==> config.mk <==
export PLATFORM = sky130hd
export DESIGN_NAME = adaptive_threshold
export DESIGN_NICKNAME = d
export VERILOG_FILES = /design/src/rtl/adaptive_threshold.sv
export SDC_FILE = /design/constraint.sdc
export NUM_CORES = 1
export LEC_CHECK = 0
export ABC_AREA = 1
export ABC_CLOCK_PERIOD_IN_PS = 2050
export CORE_ASPECT_RATIO = 0.5
export CORE_UTILIZATION = 48
export DETAILED_ROUTE_END_ITERATION = 6
export GPL_ROUTABILITY_DRIVEN = 0
export MAX_ROUTING_LAYER = met4
export PLACE_DENSITY = 0.76
export RECOVER_POWER = 100
export REMOVE_ABC_BUFFERS = 1
export SETUP_SLACK_MARGIN = 0.5
export SLEW_MARGIN = 5
export SYNTH_ARGS = -nofsm -noshare
export SYNTH_HDL_FRONTEND = slang
export SYNTH_SLANG_ARGS = --single-unit
==> constraint.sdc <==
create_clock -name clock -period 2.05 [get_ports clock]
set_input_delay 0.41 -clock clock [delete_from_list [all_inputs] [get_ports clock]]
set_output_delay 0.41 -clock clock [all_outputs]
set_load 0.02 [all_outputs]
==> src/rtl/adaptive_threshold.sv <==
// Binarise each pixel against its local box-filter mean minus a constant.
// Streams one pixel per clock; reads land one clock after the address.
module adaptive_threshold #(
  parameter int WIDTH_BITS  = 7,
  parameter int HEIGHT_BITS = 7,
  parameter int OFFSET      = 5,
  parameter int INVERT      = 0
) (
  input  logic                   clock,
  input  logic                   reset,
  input  logic                   start,
  output logic [WIDTH_BITS-1:0]  oImageCol,
  output logic [HEIGHT_BITS-1:0] oImageRow,
  input  logic [7:0]             iImageData,
  output logic [WIDTH_BITS-1:0]  oMeanCol,
  output logic [HEIGHT_BITS-1:0] oMeanRow,
  input  logic [7:0]             iMeanData,
  output logic [WIDTH_BITS-1:0]  oResultCol,
  output logic [HEIGHT_BITS-1:0] oResultRow,
  output logic [7:0]             oResultData,
  output logic                   oResultWren,
  output logic                   finished
);

  typedef enum logic [1:0] {
    IDLE,
    RUN,
    DRAIN,
    DONE
  } state_t;

  localparam logic [WIDTH_BITS-1:0]  COL_MAX = '1;
  localparam logic [HEIGHT_BITS-1:0] ROW_MAX = '1;
  localparam logic [9:0]             OFF_W   = 10'(OFFSET);
  localparam logic                   INV     = (INVERT != 0);

  state_t                   state_q, state_d;
  logic [WIDTH_BITS-1:0]    col_q, col_d;
  logic [HEIGHT_BITS-1:0]   row_q, row_d;
  logic                     drain_q, drain_d;

  logic                     v1_q;
  logic [WIDTH_BITS-1:0]    col1_q;
  logic [HEIGHT_BITS-1:0]   row1_q;

  logic                     wren_q;
  logic [WIDTH_BITS-1:0]    rcol_q;
  logic [HEIGHT_BITS-1:0]   rrow_q;
  logic [7:0]               rdata_q;

  logic [9:0]               lhs;
  logic                     fg;
  logic [7:0]               pix_out;

  always_comb begin
    state_d = state_q;
    col_d   = col_q;
    row_d   = row_q;
    drain_d = drain_q;
    unique case (state_q)
      IDLE, DONE: begin
        if (start) begin
          state_d = RUN;
          col_d   = '0;
          row_d   = '0;
        end
      end
      RUN: begin
        if (col_q == COL_MAX && row_q == ROW_MAX) begin
          state_d = DRAIN;
          drain_d = 1'b0;
        end else begin
          col_d = col_q + 1'b1;
          if (col_q == COL_MAX) begin
            row_d = row_q + 1'b1;
          end
        end
      end
      DRAIN: begin
        drain_d = 1'b1;
        if (drain_q) begin
          state_d = DONE;
        end
      end
      default: state_d = IDLE;
    endcase
  end

  always_ff @(posedge clock or negedge reset) begin
    if (!reset) begin
      state_q <= IDLE;
      col_q   <= '0;
      row_q   <= '0;
      drain_q <= 1'b0;
    end else begin
      state_q <= state_d;
      col_q   <= col_d;
      row_q   <= row_d;
      drain_q <= drain_d;
    end
  end

  // Zero-extended compare: a small mean never underflows into a pass.
  always_comb begin
    lhs     = {2'b00, iImageData} + OFF_W;
    fg      = lhs > {2'b00, iMeanData};
    pix_out = (fg ^ INV) ? 8'hFF : 8'h00;
  end

  always_ff @(posedge clock or negedge reset) begin
    if (!reset) begin
      v1_q   <= 1'b0;
      col1_q <= '0;
      row1_q <= '0;
    end else begin
      v1_q   <= (state_q == RUN);
      col1_q <= col_q;
      row1_q <= row_q;
    end
  end

  always_ff @(posedge clock or negedge reset) begin
    if (!reset) begin
      wren_q  <= 1'b0;
      rcol_q  <= '0;
      rrow_q  <= '0;
      rdata_q <= '0;
    end else begin
      wren_q <= v1_q;
      if (v1_q) begin
        rcol_q  <= col1_q;
        rrow_q  <= row1_q;
        rdata_q <= pix_out;
      end
    end
  end

  assign oImageCol   = col_q;
  assign oImageRow   = row_q;
  assign oMeanCol    = col_q;
  assign oMeanRow    = row_q;
  assign oResultCol  = rcol_q;
  assign oResultRow  = rrow_q;
  assign oResultData = rdata_q;
  assign oResultWren = wren_q;
  assign finished    = (state_q == DONE);

endmodule

## Word level (Yosys, flattened, before mapping)

Index checks and enable logic that the tools add are counted.

| word-level totals | value |
|---|---|
| input bits | 19 |
| logic and storage cells | 47 |
| register bits after elaboration | 55 |

| operators by class | value |
|---|---|
| muxes and demuxes | 13 |
| magnitude comparators | 1 |
| add/sub/neg operators | 3 |
| reductions and logical operators | 9 |
| eq/ne operators | 10 |

Operators by type and width:

| kind | count |
|---|---|
| $mux W7 | 4 |
| $pmux W7 S2 | 2 |
| $add A7 B1 Y7 const B | 2 |
| $eq A7 B7 Y1 const B | 2 |
| $ne A2 B2 Y1 const B | 5 |
| $add A8 B3 Y9 const B | 1 |
| $gt A9 B8 Y1 | 1 |
| $mux W8 | 1 |
| $mux W2 | 3 |
| $pmux W2 S3 | 1 |
| $reduce_and A3 Y1 | 2 |
| $eq A2 B2 Y1 const B | 2 |
| $reduce_and A4 Y1 | 1 |
| $reduce_bool A2 Y1 | 2 |
| $eq A2 B1 Y1 const B | 1 |
| $logic_not A2 Y1 | 1 |
| $pmux W1 S2 | 1 |
| $reduce_and A2 Y1 | 1 |
| $reduce_or A2 Y1 | 1 |
| $logic_and A1 B1 Y1 | 1 |
| $mux W1 | 1 |

## Logic depth before layout (Yosys ltp)

Gate-level depths: netlist of the first run.

| depth | value |
|---|---|
| depth after elaboration | 4 |
| mapped depth | 14 |
| mapped depth without buffers | 14 |

## Worst setup path after synthesis of the first run

Ideal clock, no wire load.

| timing | value |
|---|---|
| path kind | input to register |
| from | input port iImageData[0] |
| to | register rdata_q[6] (netlist: oResultData[6]) |
| stages on the path | 11 |
| path slack | 227 ps |
| arrival | 1707 ps |
| cells stage by stage | ha_1 -> nor2_1 -> nor2_1 -> nand3_1 -> xnor2_1 -> ha_1 -> a21o_1 -> a21oi_1 -> nand2_1 -> nand2_1 -> nand2_1 |

| on the way | value |
|---|---|
| cells in the longest elaborated chain, start to end | 3 |

Ends and longest elaborated chain:

| item | RTL line | source |
|---|---|---|
| start, declared | 14 | `input logic [7:0] iImageData,` |
| $add A8 B3 Y9 | 105 | `lhs = {2'b00, iImageData} + OFF_W;` |
| $gt A9 B8 Y1 | 106 | `fg = lhs > {2'b00, iMeanData};` |
| $mux W8 | 107 | `pix_out = (fg ^ INV) ? 8'hFF : 8'h00;` |
| end signal, assigned | 133 | `rdata_q <= pix_out;` |
| end, declared | 49 | `logic [7:0] rdata_q;` |

Every way passes these cells.
A chain may end at the register's enable or synchronous reset.

## Worst setup path in the final report of the first run

| timing | value |
|---|---|
| from | register state_q[1] |
| to | register row_q[0] (netlist: oImageRow[0]) |

| on the way | value |
|---|---|
| cells in the longest elaborated chain, start to end | 4 |

Ends and longest elaborated chain:

| item | RTL line | source |
|---|---|---|
| start, declared | 37 | `state_t state_q, state_d;` |
| start signal, assigned | 96 | `state_q <= state_d;` |
| $eq A2 B2 Y1 or $logic_not A2 Y1 (tied branches) | 60 | `unique case (state_q)` |
| $reduce_or A2 Y1 | 60 |  |
| $ne A2 B2 Y1 (no line) or $reduce_bool A2 Y1 (tied branches) | -- |  |
| $reduce_and A4 Y1 (no line) | -- |  |
| end signal, assigned | 98 | `row_q <= row_d;` |
| end, declared | 39 | `logic [HEIGHT_BITS-1:0] row_q, row_d;` |

Parallel ways exist; a longest one is shown, timed or not.

==> impl_metrics.ini, run 1 <==
[outcome]
status = completed

[grt]
antenna_found_initial = 0
grt_pass1_vias = 2012
track_usage_pct = 22.1
grt_max_degree = 49
gr-total-overflow = 0
grt_pass1_wl_um = 9250

[setup_path]
r2r_slack_ns = 0.25
worst-endpoint-required_ns = 2.24
cp_max_fo = 6
end_kind = flip-flop
r2r_start = state_q[1]
r2r_end = oImageRow[0]
crit_arrival_ns = 1.99
cp-start-kind = flip-flop
cp-endpoint = oImageRow[0]
critPathKind = reg -> reg
ff2ff_path_depth = 8
critPathLaunch = state_q[1]

[timing]
max_freq_mhz = 554
tightest_slew_ns = 1.18
slew_headroom_pct = 21.6
rsz0062_at_grt = true
hold_viol_final = 0
drv_slew = 0
period_share_pct = 88.0
period_needed_ns = 1.80
setup_tns_ns = 0
worst_clock_skew_ns = 0.00681
finalSetupViolations = 0

[placement]
port_buffers = 70
post-place-cells = 413
dp_hpwl_um = 3710

[final_layout]
fill_cells = 399
nNetsFinal = 409
layout-drive-gt1-share_pct = 25.3
area.growth.synth_to_final_pct = 43.1
fin_cells = 446
multi_input_area_um2 = 1230
final-seq-area_um2 = 1200
n_antenna_cell = 0

[drt]
avgViaCountPerCell = 4.87
met1_length_um = 2610
dr_wl_met3_um = 295
dr.pass1.iters = 4
vias = 2174
dr_wl_met2_um = 3210
drc = 0
drt_iter0_drc = 61
ant_nets = 0
dr.max_layer_used = met4
totalWireLength_um = 6210
wl_per_cell_um = 13.9

[cts]
cts_buffers = 5
htree_levels = 2
clk_latency_ns = 0.31
clock-sinks = 48
path_clk_slew_ns = 0.09
clock_path_buffers = 2
holdBufCountCts = 0
cts-root-buf = clkbuf_8
cts_tree = built

[synth]
synth-async-reset-ratio_pct = 100
synthSimpleGateAreaFrac_pct = 25.7
synth.area.mux_share_pct = 0
synth_compound_area_share_pct = 4.95
synth_commonest_cells = nand2_1 (100), dfrtp_1 (48), inv_1 (31)
synth.distinct_cells = 27
synth_most_common_cell = nand2_1
ys_seq_area_share_pct = 47.1
ys_seq_elements = 48
synth.top_cells.by_area = dfrtp_1 (47%), nand2_1 (15%), ha_1 (7.4%)
synth_fa_ha_area_share_pct = 7.36
netlist_instances = 293
synth-xor-area-share_pct = 2.40
synth.avg_cell_area_um2 = 8.71
yosysWarnings = 0
synth_top_family_by_area = simple AND/OR/NAND/NOR gates
synth_edf_count = 0
synth_area_um2 = 2550
synth_top_area_cell = dfrtp_1
synth_top_area_share_pct = 47.1
synthFlopType = dfrtp_1

[power]
powerDensity_nw_per_um2 = 1010
peakVddDrop_uv = 808
cellLeakagePower_uw = 0.00191
power_uw = 3690

[die]
die_h_um = 53.6
dieArea_um2 = 5630
io_pins = 71
start_util_pct = 50.8
fp-row-count = 18
die_w_um = 105
core_area_um2 = 5020

[flow_run]
cap_violations = 0

[hold_path]
min_path_type = in -> async
## worst min-delay path by stage
stage | from | to | depth (start not counted)
final | reset | state_q[0] | 2
after global routing | oImageCol[2] | col1_q[2] | 0
after CTS | reset | drain_q | 2
after detailed placement | col1_q[2] | oResultCol[2] | 2
after global placement | col1_q[0] | oResultCol[0] | 2
after floorplan | reset | col1_q[0] | 0
## per-layer routing
layer  vias to the layer above  GRT usage, %
met4                         0          4.69
met2                        64          38.7
met5                         -             -
li1                       1063             -
met1                      1040          26.3
met3                         7          6.17
## state kept, by name, indices dropped and copies added, names as in the netlist
| signal | count |
|---|---|
| col1_q | 7 |
| drain_q | 1 |
| oImageCol | 7 |
| oImageRow | 7 |
| oResultCol | 7 |
| oResultData | 1 |
| oResultRow | 7 |
| oResultWren | 1 |
| row1_q | 7 |
| state_q | 2 |
| v1_q | 1 |
## cell type report
cell class / instances / area share [%]
inverter: 33 / 3.46
clock buffer: 6 / 2.26
clock inverter: 2 / 1.06
timing repair buffer: 100 / 24.0
tap: 70 / 2.40
sequential: 48 / 33.0
multi-input combinational: 187 / 33.8
## worst max-delay path, stage by stage, from the launching register on
cell	delay, ns
dfrtp_2	0.47
ha_4	0.26
inv_4	0.08
nor2_4	0.04
a21oi_4	0.13
buf_12	0.12
nand3_1	0.33
nand2_2	0.15
o21ai_0	0.09
## repair_timing
item                                    4_1_cts  5_1_grt
setup buffers                                11       12
cloned                                        2        0
gates resized for setup                     110       83
pin swaps                                    10       26
endpoints found under the setup margin       69       41
## cell families (layout without fill, tap and decap cells)
family	after synthesis	in the layout
AND/OR/NAND/NOR	145	147
buffers and inverters	60	141
flip-flops	48	48
AO/OA/AOI/OAI	18	18
adder cells (fa/ha/maj)	15	15
XOR/XNOR	7	7
## stage by stage
step	instance area, um2	hold slack, ns	util, %	setup slack, ns
floorplan	2360	0.114	-	0.226
global placement	3190	0.428	63.6	-0.363
detailed placement	3190	0.433	63.6	-0.408
CTS	3460	0.189	69.0	0.227
global route	3650	0.452	72.7	0.196
finish	3650	0.409	72.7	0.246
## cells in the final DEF, fill, tap and decap left out, drive strengths merged, types with 10 or more instances in the layout
master and count:
clkbuf 18, clkdlybuf4s50 10, dlygate4sd2 29, clkdlybuf4s25 15
dfrtp 48, inv 33, nor2 11, nand3 22
nand2 102, buf 30, ha 15, o21ai 12
## where the power goes
group	internal, uW	total (uW)	switching [uW]	leakage, uW
clock	399	729	330	0.0000614
sequential	1070	1200	137	0.000647
combinational	725	1760	1030	0.00120
No activity file was read; power rests on OpenSTA's default activity.
==> inputs of run 2 (changes only) <==
--- a/config.mk
+++ b/config.mk
@@ -11,8 +11,7 @@
 export CORE_UTILIZATION = 48
 export DETAILED_ROUTE_END_ITERATION = 6
 export GPL_ROUTABILITY_DRIVEN = 0
-export MAX_ROUTING_LAYER = met4
-export PLACE_DENSITY = 0.76
+export PLACE_DENSITY = 0.78
 export RECOVER_POWER = 100
 export REMOVE_ABC_BUFFERS = 1
 export SETUP_SLACK_MARGIN = 0.5
@@ -20,3 +19,4 @@
 export SYNTH_ARGS = -nofsm -noshare
 export SYNTH_HDL_FRONTEND = slang
 export SYNTH_SLANG_ARGS = --single-unit
+export TNS_END_PERCENT = 20
==> impl_metrics.ini, run 2 (synthesis gave the netlist of run 1 again) <==
[setup_path]
cp-start-kind = flip-flop
ff2ff_path_depth = 7
cp_max_fo = 6
end_kind = output port
cpPeakStageDelay_ns = 0.70
crit_cells = 1
critPathKind = reg -> out
crit_family = buffers and inverters
crit_arrival_ns = 1.44
path_cells = dlygate4sd3_1
crit_buf_inv = 1
worst-endpoint-required_ns = 1.64
crit_slowest_cell = dlygate4sd3_1
r2r_slack_ns = 0.27

[cts]
clk_latency_ns = 0.31
clock_path_buffers = 2
cts_buffers = 5
cts_tree = built
path_clk_slew_ns = 0.09
clock-sinks = 48
holdBufCountCts = 0
cts-root-buf = clkbuf_8
htree_levels = 2

[power]
cellLeakagePower_uw = 0.00179
peakVddDrop_uv = 730
power_uw = 3450
powerDensity_nw_per_um2 = 1020

[final_layout]
layout-drive-gt1-share_pct = 16.0
area.growth.synth_to_final_pct = 32.5
nNetsFinal = 395
fill_cells = 416
multi_input_area_um2 = 1120
fin_util_pct = 67.3
n_antenna_cell = 0
final-seq-area_um2 = 1200
layout_commonest_cell = nand2_1
postLayoutCellArea_um2 = 3380
final_cell_mix = nand2_1 (97), dfrtp_1 (46), inv_1 (28)

[timing]
hold_viol_final = 0
max_freq_mhz = 542
tightest_slew_ns = 0.952
period_needed_ns = 1.85
fin_ws_ns = 0.205
worst_clock_skew_ns = 0.00701
period_share_pct = 90.0
slew_headroom_pct = 36.5
finalSetupViolations = 0
rsz0062_at_grt = true
drv_slew = 0

[drt]
vias = 2079
drt_iter0_drc = 56
totalWireLength_um = 5660
avgViaCountPerCell = 4.81
dr.pass1.iters = 4
ant_nets = 0
drc = 0
wl_per_cell_um = 13.1

[hold_path]
min_path_type = in -> async

[outcome]
status = completed

[die]
dieArea_um2 = 5630
core_area_um2 = 5020
fp-row-count = 18
die_w_um = 105
die_h_um = 53.6
start_util_pct = 50.8
io_pins = 71

[placement]
dpl_cell_area_um2 = 3200
port_buffers = 70
dp_hpwl_um = 3800
post-place-ws_ns = -0.453

[flow_run]
cap_violations = 0

[grt]
grt_pass1_wl_um = 8820
grt_max_degree = 18
grt_pass1_vias = 1973
antenna_found_initial = 0
track_usage_pct = 20.3
gr-total-overflow = 0
[run 2: cell count changes in the layout (fill, tap and decap cells not counted), moves of 4 or more]
| cell | before | now |
|---|---|---|
| dlygate4sd3_1 | 0 | 16 |
| buf_6 | 8 | 2 |
| o21ai_1 | 5 | 1 |
| clkbuf_1 | 9 | 16 |
| buf_4 | 19 | 11 |
| nand2_1 | 92 | 97 |
| ha_4 | 6 | 2 |
| dlygate4sd2_1 | 29 | 23 |
| o21ai_0 | 4 | 9 |
| clkdlybuf4s25_1 | 15 | 4 |
[run 2: final cells by class]
cell class,count,area share [%]
flip-flops and latches,48,35.6
clock buffers,6,2.44
repair buffers,87,21.4
well taps,70,2.59
clock inverters,2,1.15
inverters,33,3.74
multi-input cells,186,33.1
[run 2: final timing paths]
check / start / end
worst max-delay path: oImageCol[6] / oMeanCol[6]
worst min-delay path: reset / oImageRow[0]
worst max register to register: oImageRow[0] / oImageRow[3]
worst min register to register: col1_q[4] / oResultCol[4]
max in group asynchronous: reset / col1_q[6]
min in group clock: col1_q[4] / oResultCol[4]
[run 2: repair_timing]
item,in CTS,in global routing
setup endpoints to repair,69,64
gates resized for setup,60,33
cloned,0,1
setup buffers,2,7
pin swaps,6,12
[run 2: per-layer routing]
metal | wire, um | share of wire, % | global-route usage, %
met1 | 2450 | 43 | 24.1
met2 | 2860 | 51 | 38.1
met3 | 274 | 4.8 | 4.00
met4 | 76 | 1.3 | 7.98
met5 | 0 | 0 | 0
[run 2: per-stage QoR]
stage / hold WS [ns] / std cells / TNS, ns
after floorplan: 0.114 / 266 / 0
after detailed placement: 0.347 / 414 / -0.453
final: 0.182 / 432 / 0
after CTS: 0.0107 / 424 / 0
after global routing: 0.258 / 432 / 0
after global placement: 0.338 / 414 / -0.365
[run 2: where the power goes]
group / internal (uW) / switching (uW)
sequential: 1070 / 141
combinational: 610 / 916
clock: 399 / 322
